File: src/rtl/regfile_wport_arbiter_if.sv
// Bundle of the write-port arbiter's requester, ID and regfile signals.
// The slave modport is the arbiter's view; the master modport drives it.
interface regfile_wport_arbiter_if;
  logic        wb_we_i;
  logic [4:0]  wb_waddr_i;
  logic [31:0] wb_wdata_i;
  logic        lu_valid_i;
  logic        lu_ready_o;
  logic [4:0]  lu_waddr_i;
  logic [31:0] lu_wdata_i;
  logic        rsv_i;
  logic [4:0]  rsv_addr_i;
  logic        re1_i;
  logic        re2_i;
  logic [4:0]  raddr1_i;
  logic [4:0]  raddr2_i;
  logic        rd_stall_o;
  logic        stall_req_o;
  logic        we_o;
  logic [4:0]  waddr_o;
  logic [31:0] wdata_o;

  modport slave (
    input  wb_we_i, wb_waddr_i, wb_wdata_i,
    input  lu_valid_i, lu_waddr_i, lu_wdata_i,
    output lu_ready_o,
    input  rsv_i, rsv_addr_i, re1_i, re2_i, raddr1_i, raddr2_i,
    output rd_stall_o, stall_req_o, we_o, waddr_o, wdata_o
  );

  modport master (
    output wb_we_i, wb_waddr_i, wb_wdata_i,
    output lu_valid_i, lu_waddr_i, lu_wdata_i,
    input  lu_ready_o,
    output rsv_i, rsv_addr_i, re1_i, re2_i, raddr1_i, raddr2_i,
    input  rd_stall_o, stall_req_o, we_o, waddr_o, wdata_o
  );
endinterface

File: src/rtl/regfile_wport_arbiter.sv
// Shares the regfile write port between WB (priority) and a buffered
// long-latency unit, with a busy-register scoreboard and starvation relief.
module regfile_wport_arbiter #(
  parameter int FIFO_DEPTH   = 2,
  parameter int STARVE_LIMIT = 4
) (
  input logic                     clk,
  input logic                     rst,
  regfile_wport_arbiter_if.slave  bus
);

  localparam int AW = (FIFO_DEPTH > 1) ? $clog2(FIFO_DEPTH) : 1;
  localparam int CW = AW + 1;
  localparam int SW = $clog2(STARVE_LIMIT + 1);

  localparam logic [1:0] ST_IDLE  = 2'd0;
  localparam logic [1:0] ST_PEND  = 2'd1;
  localparam logic [1:0] ST_FORCE = 2'd2;

  logic [4:0]    fifo_addr_q [FIFO_DEPTH];
  logic [31:0]   fifo_data_q [FIFO_DEPTH];
  logic [AW-1:0] wr_ptr_q, rd_ptr_q;
  logic [CW-1:0] count_q, count_d;
  logic [31:0]   busy_q, busy_d;
  logic [1:0]    state_q, state_d;
  logic [SW-1:0] starve_q, starve_d;
  logic          stall_req_q, stall_req_d;

  logic          full, empty, lu_ready, push, commit, port_active;
  logic [4:0]    head_addr, sel_addr;
  logic [31:0]   head_data, sel_data;

  assign full      = (count_q == CW'(FIFO_DEPTH));
  assign empty     = (count_q == '0);
  assign lu_ready  = !rst && !full;
  assign push      = bus.lu_valid_i && lu_ready;
  assign head_addr = fifo_addr_q[rd_ptr_q];
  assign head_data = fifo_data_q[rd_ptr_q];

  // WB always wins; the FIFO head only commits on cycles WB leaves free.
  assign commit      = !bus.wb_we_i && !empty;
  assign sel_addr    = bus.wb_we_i ? bus.wb_waddr_i : head_addr;
  assign sel_data    = bus.wb_we_i ? bus.wb_wdata_i : head_data;
  assign port_active = !rst && (bus.wb_we_i || !empty);

  assign bus.lu_ready_o  = lu_ready;
  assign bus.we_o        = port_active && (sel_addr != 5'd0);
  assign bus.waddr_o     = port_active ? sel_addr : 5'd0;
  assign bus.wdata_o     = port_active ? sel_data : 32'd0;
  assign bus.stall_req_o = stall_req_q;
  assign bus.rd_stall_o  = (bus.re1_i && (bus.raddr1_i != 5'd0) && busy_q[bus.raddr1_i]) ||
                           (bus.re2_i && (bus.raddr2_i != 5'd0) && busy_q[bus.raddr2_i]);

  assign count_d = count_q + CW'(push) - CW'(commit);

  // Clear precedes set so a same-cycle reservation of the committing register survives.
  always_comb begin
    busy_d = busy_q;
    if (commit) begin
      busy_d[head_addr] = 1'b0;
    end
    if (bus.rsv_i && (bus.rsv_addr_i != 5'd0)) begin
      busy_d[bus.rsv_addr_i] = 1'b1;
    end
  end

  always_comb begin
    state_d  = state_q;
    starve_d = starve_q;
    case (state_q)
      ST_IDLE: begin
        starve_d = '0;
        if (count_d != '0) begin
          state_d = ST_PEND;
        end
      end
      ST_PEND: begin
        if (commit) begin
          starve_d = '0;
        end else if (bus.wb_we_i && !empty) begin
          starve_d = starve_q + SW'(1);
        end
        if (count_d == '0) begin
          state_d  = ST_IDLE;
          starve_d = '0;
        end else if (starve_d == SW'(STARVE_LIMIT)) begin
          state_d = ST_FORCE;
        end
      end
      ST_FORCE: begin
        if (commit) begin
          starve_d = '0;
          state_d  = (count_d != '0) ? ST_PEND : ST_IDLE;
        end
      end
      default: begin
        state_d  = ST_IDLE;
        starve_d = '0;
      end
    endcase
  end

  assign stall_req_d = (state_d == ST_FORCE);

  always_ff @(posedge clk or posedge rst) begin
    if (rst) begin
      wr_ptr_q    <= '0;
      rd_ptr_q    <= '0;
      count_q     <= '0;
      busy_q      <= '0;
      state_q     <= ST_IDLE;
      starve_q    <= '0;
      stall_req_q <= 1'b0;
    end else begin
      if (push) begin
        wr_ptr_q <= wr_ptr_q + AW'(1);
      end
      if (commit) begin
        rd_ptr_q <= rd_ptr_q + AW'(1);
      end
      count_q     <= count_d;
      busy_q      <= busy_d;
      state_q     <= state_d;
      starve_q    <= starve_d;
      stall_req_q <= stall_req_d;
    end
  end

  // Result storage needs no reset: occupancy alone decides what is valid.
  always_ff @(posedge clk) begin
    if (push) begin
      fifo_addr_q[wr_ptr_q] <= bus.lu_waddr_i;
      fifo_data_q[wr_ptr_q] <= bus.lu_wdata_i;
    end
  end

endmodule

File: src/flat_wrapper.sv
// flat-port wrapper written by rule: the top's interface ports become plain ports
module regfile_wport_arbiter_flat 
#(
  parameter int FIFO_DEPTH   = 2,
  parameter int STARVE_LIMIT = 4
)
  (clk, rst, bus_wb_we_i, bus_wb_waddr_i, bus_wb_wdata_i, bus_lu_valid_i, bus_lu_waddr_i, bus_lu_wdata_i, bus_lu_ready_o, bus_rsv_i, bus_rsv_addr_i, bus_re1_i, bus_re2_i, bus_raddr1_i, bus_raddr2_i, bus_rd_stall_o, bus_stall_req_o, bus_we_o, bus_waddr_o, bus_wdata_o);
  regfile_wport_arbiter_if bus_i ();
  input logic clk;
  input logic rst;
  input wire logic [$bits(bus_i.wb_we_i)-1:0] bus_wb_we_i;
  input wire logic [$bits(bus_i.wb_waddr_i)-1:0] bus_wb_waddr_i;
  input wire logic [$bits(bus_i.wb_wdata_i)-1:0] bus_wb_wdata_i;
  input wire logic [$bits(bus_i.lu_valid_i)-1:0] bus_lu_valid_i;
  input wire logic [$bits(bus_i.lu_waddr_i)-1:0] bus_lu_waddr_i;
  input wire logic [$bits(bus_i.lu_wdata_i)-1:0] bus_lu_wdata_i;
  output wire logic [$bits(bus_i.lu_ready_o)-1:0] bus_lu_ready_o;
  input wire logic [$bits(bus_i.rsv_i)-1:0] bus_rsv_i;
  input wire logic [$bits(bus_i.rsv_addr_i)-1:0] bus_rsv_addr_i;
  input wire logic [$bits(bus_i.re1_i)-1:0] bus_re1_i;
  input wire logic [$bits(bus_i.re2_i)-1:0] bus_re2_i;
  input wire logic [$bits(bus_i.raddr1_i)-1:0] bus_raddr1_i;
  input wire logic [$bits(bus_i.raddr2_i)-1:0] bus_raddr2_i;
  output wire logic [$bits(bus_i.rd_stall_o)-1:0] bus_rd_stall_o;
  output wire logic [$bits(bus_i.stall_req_o)-1:0] bus_stall_req_o;
  output wire logic [$bits(bus_i.we_o)-1:0] bus_we_o;
  output wire logic [$bits(bus_i.waddr_o)-1:0] bus_waddr_o;
  output wire logic [$bits(bus_i.wdata_o)-1:0] bus_wdata_o;
  assign bus_i.wb_we_i = bus_wb_we_i;
  assign bus_i.wb_waddr_i = bus_wb_waddr_i;
  assign bus_i.wb_wdata_i = bus_wb_wdata_i;
  assign bus_i.lu_valid_i = bus_lu_valid_i;
  assign bus_i.lu_waddr_i = bus_lu_waddr_i;
  assign bus_i.lu_wdata_i = bus_lu_wdata_i;
  assign bus_lu_ready_o = bus_i.lu_ready_o;
  assign bus_i.rsv_i = bus_rsv_i;
  assign bus_i.rsv_addr_i = bus_rsv_addr_i;
  assign bus_i.re1_i = bus_re1_i;
  assign bus_i.re2_i = bus_re2_i;
  assign bus_i.raddr1_i = bus_raddr1_i;
  assign bus_i.raddr2_i = bus_raddr2_i;
  assign bus_rd_stall_o = bus_i.rd_stall_o;
  assign bus_stall_req_o = bus_i.stall_req_o;
  assign bus_we_o = bus_i.we_o;
  assign bus_waddr_o = bus_i.waddr_o;
  assign bus_wdata_o = bus_i.wdata_o;
  regfile_wport_arbiter #(.FIFO_DEPTH(FIFO_DEPTH), .STARVE_LIMIT(STARVE_LIMIT)) u_core (.clk(clk), .rst(rst), .bus(bus_i));
endmodule
File: config.mk
export PLATFORM = sky130hd
export DESIGN_NAME = regfile_wport_arbiter_flat
export DESIGN_NICKNAME = d
export VERILOG_FILES = /design/src/rtl/regfile_wport_arbiter_if.sv /design/src/rtl/regfile_wport_arbiter.sv /design/src/flat_wrapper.sv
export SDC_FILE = /design/constraint.sdc
export NUM_CORES = 1
export LEC_CHECK = 0
export ABC_AREA = 1
export CORE_ASPECT_RATIO = 1.75
export CORE_UTILIZATION = 55
export CTS_CLUSTER_DIAMETER = 200
export CTS_CLUSTER_SIZE = 28
export DETAILED_ROUTE_END_ITERATION = 7
export DONT_BUFFER_PORTS = 1
export GPL_TIMING_DRIVEN = 0
export PLACE_DENSITY = 0.72
export SYNTH_ARGS = -nofsm -noshare
export SYNTH_HDL_FRONTEND = slang
export SYNTH_SLANG_ARGS = --single-unit
File: constraint.sdc
create_clock -name clk -period 4.83 [get_ports clk]
set_input_delay 0.483 -clock clk [delete_from_list [all_inputs] [get_ports clk]]
set_output_delay 0.483 -clock clk [all_outputs]
set_load 0.05 [all_outputs]
; After elaboration in Yosys (flattened, before gate mapping)
; Memory sizes are Yosys's and may differ from the RTL's.
; Cells that the tools add are included.
[op_classes]
addsub = 5
n_lt_le_gt_ge = 6
n_eq_ne = 6
muxes = 28
bitwise_logic = 3
reduce_logical = 27
[op_table]
columns = operator, n
row1 = $mux W32, 4
row2 = $and A32 B32 Y32, 1
row3 = $not A32 Y32, 1
row4 = $or A32 B32 Y32, 1
row5 = $lt A5 B6 Y1 const B, 4
row6 = $reduce_bool A5 Y1, 4
row7 = $mux W3, 5
row8 = $logic_and A1 B1 Y1, 13
row9 = $bmux W1 S5, 2
row10 = $demux W1 S5, 2
row11 = $ge A5 B1 Y1 const B, 2
row12 = $mux W5, 2
row13 = $mux W2, 4
row14 = $mux W1, 7
row15 = $eq A2 B2 Y1 const B, 3
row16 = $logic_not A2 Y1, 3
row17 = $pmux W2 S3, 1
row18 = $pmux W3 S2, 1
row19 = $logic_not A1 Y1, 4
row20 = $add A3 B1 Y3 const B, 1
row21 = $eq A3 B3 Y1 const B, 1
row22 = $add A1 B1 Y1 const B, 2
row23 = $add A2 B1 Y2, 1
row24 = $eq A2 B1 Y1 const B, 1
row25 = 4 further kinds, 5
[word_totals]
regBits = 42
ramBits = 74
input_bits = 96
memories = 2
[memory_table]
columns = memory, words, word_bits, rd, rd_clocked_by_memory_dff, write_ports, line_no
row1 = u_core.fifo_data_q, 2, 32, 1, 0, 1, regfile_wport_arbiter.sv:21  ; logic [31:0] fifo_data_q [FIFO_DEPTH];
row2 = u_core.fifo_addr_q, 2, 5, 1, 0, 1, regfile_wport_arbiter.sv:20  ; logic [4:0] fifo_addr_q [FIFO_DEPTH];

; Longest topological paths before layout
[depth]
word_depth = 11
ltp_mapped = 10

; Least setup slack after synthesis
; OpenSTA, ideal clock, no wires.
[synth_path]
path_type = input to register
from = input rst
to = memory u_core.fifo_addr_q[0][0] (enable)
arrival_time_ps = 3179
required_ps = 4399
slack_ps = 1219
stages = 3
cell_sequence = a21oi_1 nand2_1 nor2_1
[synth_between]
elab_chain_len = 5
[synth_lines]
columns = element, line_no
row1 = start: declaration, flat_wrapper.sv:10  ; input logic rst;
row2 = $logic_not A1 Y1, regfile_wport_arbiter.sv:35  ; assign lu_ready = !rst && !full;
row3 = $logic_and A1 B1 Y1, regfile_wport_arbiter.sv:35
row4 = $logic_and A1 B1 Y1, regfile_wport_arbiter.sv:36  ; assign push = bus.lu_valid_i && lu_ready;
row5 = $mux W1, regfile_wport_arbiter.sv:131  ; if (push) begin
row6 = $mux W1 (implied by the code), regfile_wport_arbiter.sv:132  ; fifo_addr_q[wr_ptr_q] <= bus.lu_waddr_i;
row7 = end: declaration, regfile_wport_arbiter.sv:20
; Every way passes these cells.

; Final worst setup path
[layout_path]
from = register u_core.rd_ptr_q
to = output bus_we_o
[layout_between]
elab_chain_len = 4
[layout_lines]
columns = element, line_no
row1 = start: declaration, regfile_wport_arbiter.sv:22  ; logic [AW-1:0] wr_ptr_q, rd_ptr_q;
row2 = start signal: assignment, regfile_wport_arbiter.sv:119  ; rd_ptr_q <= rd_ptr_q + AW'(1);
row3 = $mem_v2 Z2 W5, n/a
row4 = $mux W5, regfile_wport_arbiter.sv:42  ; assign sel_addr = bus.wb_we_i ? bus.wb_waddr_i : head_addr;
row5 = $reduce_bool A5 Y1, regfile_wport_arbiter.sv:47  ; assign bus.we_o = port_active && (sel_addr != 5'd0);
row6 = $logic_and A1 B1 Y1, regfile_wport_arbiter.sv:47
row7 = end: declaration, flat_wrapper.sv:26  ; output wire logic [$bits(bus_i.we_o)-1:0] bus_we_o;
; Every way passes these cells.

==> run summary <==
The flow ran to the end, and the final reports show no timing, DRC or antenna violations. The worst max-slew margin expressed relative to the limit is 0.149. The first-pass iteration count of the detailed router came out at 6. The final number of max-transition violations is 0. The xor/xnor cell area share of the yosys netlist came out at 0.00465. The number of synthesized flops with an enable pin is 74. The reported leakage power is 2.69 nW. The total wirelength of the detailed-routed design came out at 14600 µm. The worst setup path is captured at a primary output. The net count of the finished layout is 756.

The floorplan row count is 48. The total via count in the routed design is 4739. After layout, the worst setup slack is 1.57 ns. The number of sinks driven by the clock tree is 116. The commonest cells after synthesis are sky130_fd_sc_hd__nand2_1, sky130_fd_sc_hd__o21ai_0, sky130_fd_sc_hd__edfxtp_1.

Of all nets on the critical path, the largest fanout is 10. Of the post-synthesis cell area, the dominant cell type holds 0.393. The per-cell via count in the routed design is 5.96. The share of the Yosys chip area taken by registers is 0.579.

The element type at the critical path start is a flip-flop. The total power density per cell area is 627 nW/µm². Of the total power, the share spent switching nets is 0.362.

Of the cells placed in the final design, the portion with a size suffix greater than 1 is 0.0896. The maximum number of pins on one net before global-route repair came out at 43. Of the total synthesized cell area, the portion taken by AND, OR, NAND and NOR gates is 0.203. During placement, the flow inserted port buffers numbering 0. The unique cell type count in the Yosys netlist is 29. The shortest clock period the worst path allows after layout is 3.26 ns. The combinational cell fraction of total power came out at 0.299. The area growth from synthesis to final layout came out at 16.3%. The via count of the first global-routing pass came out at 4930. The overall global routing resource usage is 0.288. The detail route stage leaves a number of antenna-violating nets equal to 0. The total net switching power is 1.49 mW. Between clock sinks in the finished design, the worst skew comes to 0.00796 ns. The post-route fraction of the period consumed by the critical path came out at 0.676.

The fraction of the mapped netlist area in adder cells is 0.00664. The aggregate global routing overflow came out at 0. The number of DRC markers after the initial detailed-route iteration is 428. The buffer type at the clock tree root is sky130_fd_sc_hd__clkbuf_16. Based on the critical path, the design can be clocked at up to 306 MHz. The number of register bits inferred by synthesis is 116. The actual transition at the worst max-transition pin is 1.27 ns. The worst min-delay path class is primary input to async pin. By area, the combinational part of the netlist is dominated by simple AND/OR/NAND/NOR gates. The total of warnings raised by yosys is 0.

The setup violation total in the final timing report is 0. No sink is reached through more buffers than the 2 on the longest clock path. The first global-routing pass estimated 23200 µm of wire. The power consumption is 4.12 mW. The latest clock arrival within the worst-skew pair is 0.41 ns. The die covers 10700 µm². The worst setup path is of the flip-flop to primary output kind. The DRC violation count after routing is 0.

At the end of routability-driven placement, the weighted congestion stood at 0.885. The fraction of power consumed by the clock network came out at 0.352. The number of hold buffers added after CTS came out at 0. The TritonCTS clock tree is built. The count of cells resized by post-cts repair came out at 0.

The total half-perimeter wirelength after legalization and detailed placement came out at 10700 µm. The share of power burned in registers is 0.349. The mux cell area share after synthesis is 0. The number of antenna violations at the first check in global routing is 0. The routed length per placed instance came out at 18.3 µm. For this run, the leading register cell type out of synthesis is sky130_fd_sc_hd__edfxtp_1. After synthesis, the cell types taking the most area are sky130_fd_sc_hd__edfxtp_1, sky130_fd_sc_hd__dfrtp_1, sky130_fd_sc_hd__nand2_1, sky130_fd_sc_hd__o21ai_0, sky130_fd_sc_hd__nand3_1. The total number of H-tree levels is 4. The I/O pin count is 137. For the worst setup path, the data required time is 4.35 ns.

The post-route cell area is 6570 µm². The total setup buffers inserted after CTS is 0. The depth of the worst register-to-register path is 9. The floorplan step set the die width to 78.6 µm. The final antenna diode count is 0. The complex-gate fraction of the synthesized area is 0.147.

The clock slew at the register clock pins of the worst setup and hold paths is 0.06 ns. The async set-reset flop share out of synthesis is 0.362. The number of nets handed over by synthesis was 735. At the end of the flow the core is filled with cells to 0.663.

The combined area of all synthesized cells came out at 5650 µm². Once placement finished, the instance area stood at 5880 µm². The internal power component came out at 2.63 mW. The synthesized design spends more area on one cell type than any other, namely sky130_fd_sc_hd__edfxtp_1. Setup repair after global routing left no endpoint under its margin.

Each instance of the synthesized netlist takes up on average 8.89 µm². The gate count of the mapped netlist came out at 636. The number of hold violations in the final report came to 0. The core footprint came out at 9910 µm².

The tool flagged a number of max-cap violations equal to 0. The total negative slack is 0 ns. The worst setup slack after placement came out at 1.83 ns. The highest ir drop seen on vdd came out at 0.481 mV.

The number of buffers inserted during clock tree synthesis is 17. The dominant cell by count in the synthesized netlist is sky130_fd_sc_hd__nand2_1. The initial core utilization came out at 0.570. The data arrival time of the critical path is 2.78 ns.

The y dimension of the die came out at 136 µm.
-- cell families after synthesis --
group	Yosys count
simple gates	279
xor+xnor	3
compound gates	153
fa+ha+maj	3
buf+inv	82
flops	116
-- per-layer routing --
layer  share of wire  GRT usage
met4           0.036      0.169
met3           0.084     0.0987
met1            0.33      0.277
met2            0.55      0.520
met5               0          0
-- cell usage in the layout, fill, tap and decap left out --
cell and instances:
sky130_fd_sc_hd__nand3b_1 2, sky130_fd_sc_hd__inv_2 3, sky130_fd_sc_hd__a211oi_2 1, sky130_fd_sc_hd__buf_1 1
sky130_fd_sc_hd__dfrtp_1 42, sky130_fd_sc_hd__a21oi_1 7, sky130_fd_sc_hd__nor3_1 2, sky130_fd_sc_hd__nand2_1 176
sky130_fd_sc_hd__clkbuf_1 8, sky130_fd_sc_hd__a31oi_1 31, sky130_fd_sc_hd__o21a_1 1, sky130_fd_sc_hd__buf_2 16
sky130_fd_sc_hd__nor2_2 2, sky130_fd_sc_hd__inv_1 54, sky130_fd_sc_hd__clkinv_4 2, sky130_fd_sc_hd__ha_1 3
sky130_fd_sc_hd__nor2_1 28, sky130_fd_sc_hd__clkinv_2 1, sky130_fd_sc_hd__nand4_1 2, sky130_fd_sc_hd__buf_6 1
sky130_fd_sc_hd__xor2_1 3, sky130_fd_sc_hd__buf_16 2, sky130_fd_sc_hd__a21boi_0 1, sky130_fd_sc_hd__o22ai_1 1
sky130_fd_sc_hd__clkbuf_2 1, sky130_fd_sc_hd__nand3_1 64, sky130_fd_sc_hd__edfxtp_1 74, sky130_fd_sc_hd__clkinvlp_4 3
sky130_fd_sc_hd__o21ai_0 104, sky130_fd_sc_hd__or2_2 1, sky130_fd_sc_hd__bufinv_16 7, sky130_fd_sc_hd__o21ai_1 4
sky130_fd_sc_hd__o211ai_1 2, sky130_fd_sc_hd__clkbuf_16 17, sky130_fd_sc_hd__nor2_4 2, sky130_fd_sc_hd__a21oi_4 1
-- sequential cells by signal, indices dropped and copies added (netlist names) --
name and flops:
u_core.starve_q 3, u_core.wr_ptr_q 1, u_core.busy_q 32, u_core.count_q 2, u_core.fifo_addr_q 10, u_core.bus.stall_req_o 1
u_core.rd_ptr_q 1, u_core.fifo_data_q 64, u_core.state_q 2
-- final timing paths --
kind / slack [ns] / from / to
setup reg to reg: 1.96 / u_core.count_q[1] / u_core.state_q[0]
setup / recovery: 1.57 / u_core.rd_ptr_q / bus_we_o
max in group asynchronous: 4.13 / rst / u_core.busy_q[14]
hold reg to reg: 0.46 / u_core.state_q[0] / u_core.state_q[0]
min in group clk: 0.17 / bus_lu_wdata_i[28] / u_core.fifo_data_q[1][28]
hold / removal: 0.14 / rst / u_core.count_q[0]
-- per-stage QoR --
step,hold slack (ns),cells
floorplan,0.421,636
global placement,0.435,761
detailed placement,0.460,763
CTS,0.164,795
global route,0.155,795
finish,0.140,795
-- worst max-delay path: stages, from the launching register on --
cell and delay [ns]:
sky130_fd_sc_hd__dfrtp_1 0.36, sky130_fd_sc_hd__buf_2 0.23, sky130_fd_sc_hd__nand2_1 0.07, sky130_fd_sc_hd__nand2_1 0.15
sky130_fd_sc_hd__inv_1 0.13, sky130_fd_sc_hd__a21oi_1 0.94, sky130_fd_sc_hd__nor2_1 0.07, sky130_fd_sc_hd__nand2_1 0.43
-- area by class of cell --
cell class / instances / area (µm²)
fillers: 774 / 3340
flip-flops and latches: 116 / 3270
multi-input cells: 438 / 2060
clock buffers: 19 / 433
clock inverters: 13 / 255
inverters: 57 / 214
well taps: 125 / 156
plain buffers: 25 / 123
repair buffers: 2 / 55.1
-- power groups by stage --
stage / Combinational (mW) / Clock [mW] / Sequential [mW]
global route: 1.36 / 1.50 / 1.47
global placement: 1.14 / 0 / 1.44
CTS: 1.22 / 1.45 / 1.43
finish: 1.23 / 1.45 / 1.44
floorplan: 0.958 / 0 / 1.41
detailed placement: 1.21 / 0 / 1.45
(Power assumes the default switching activity.)
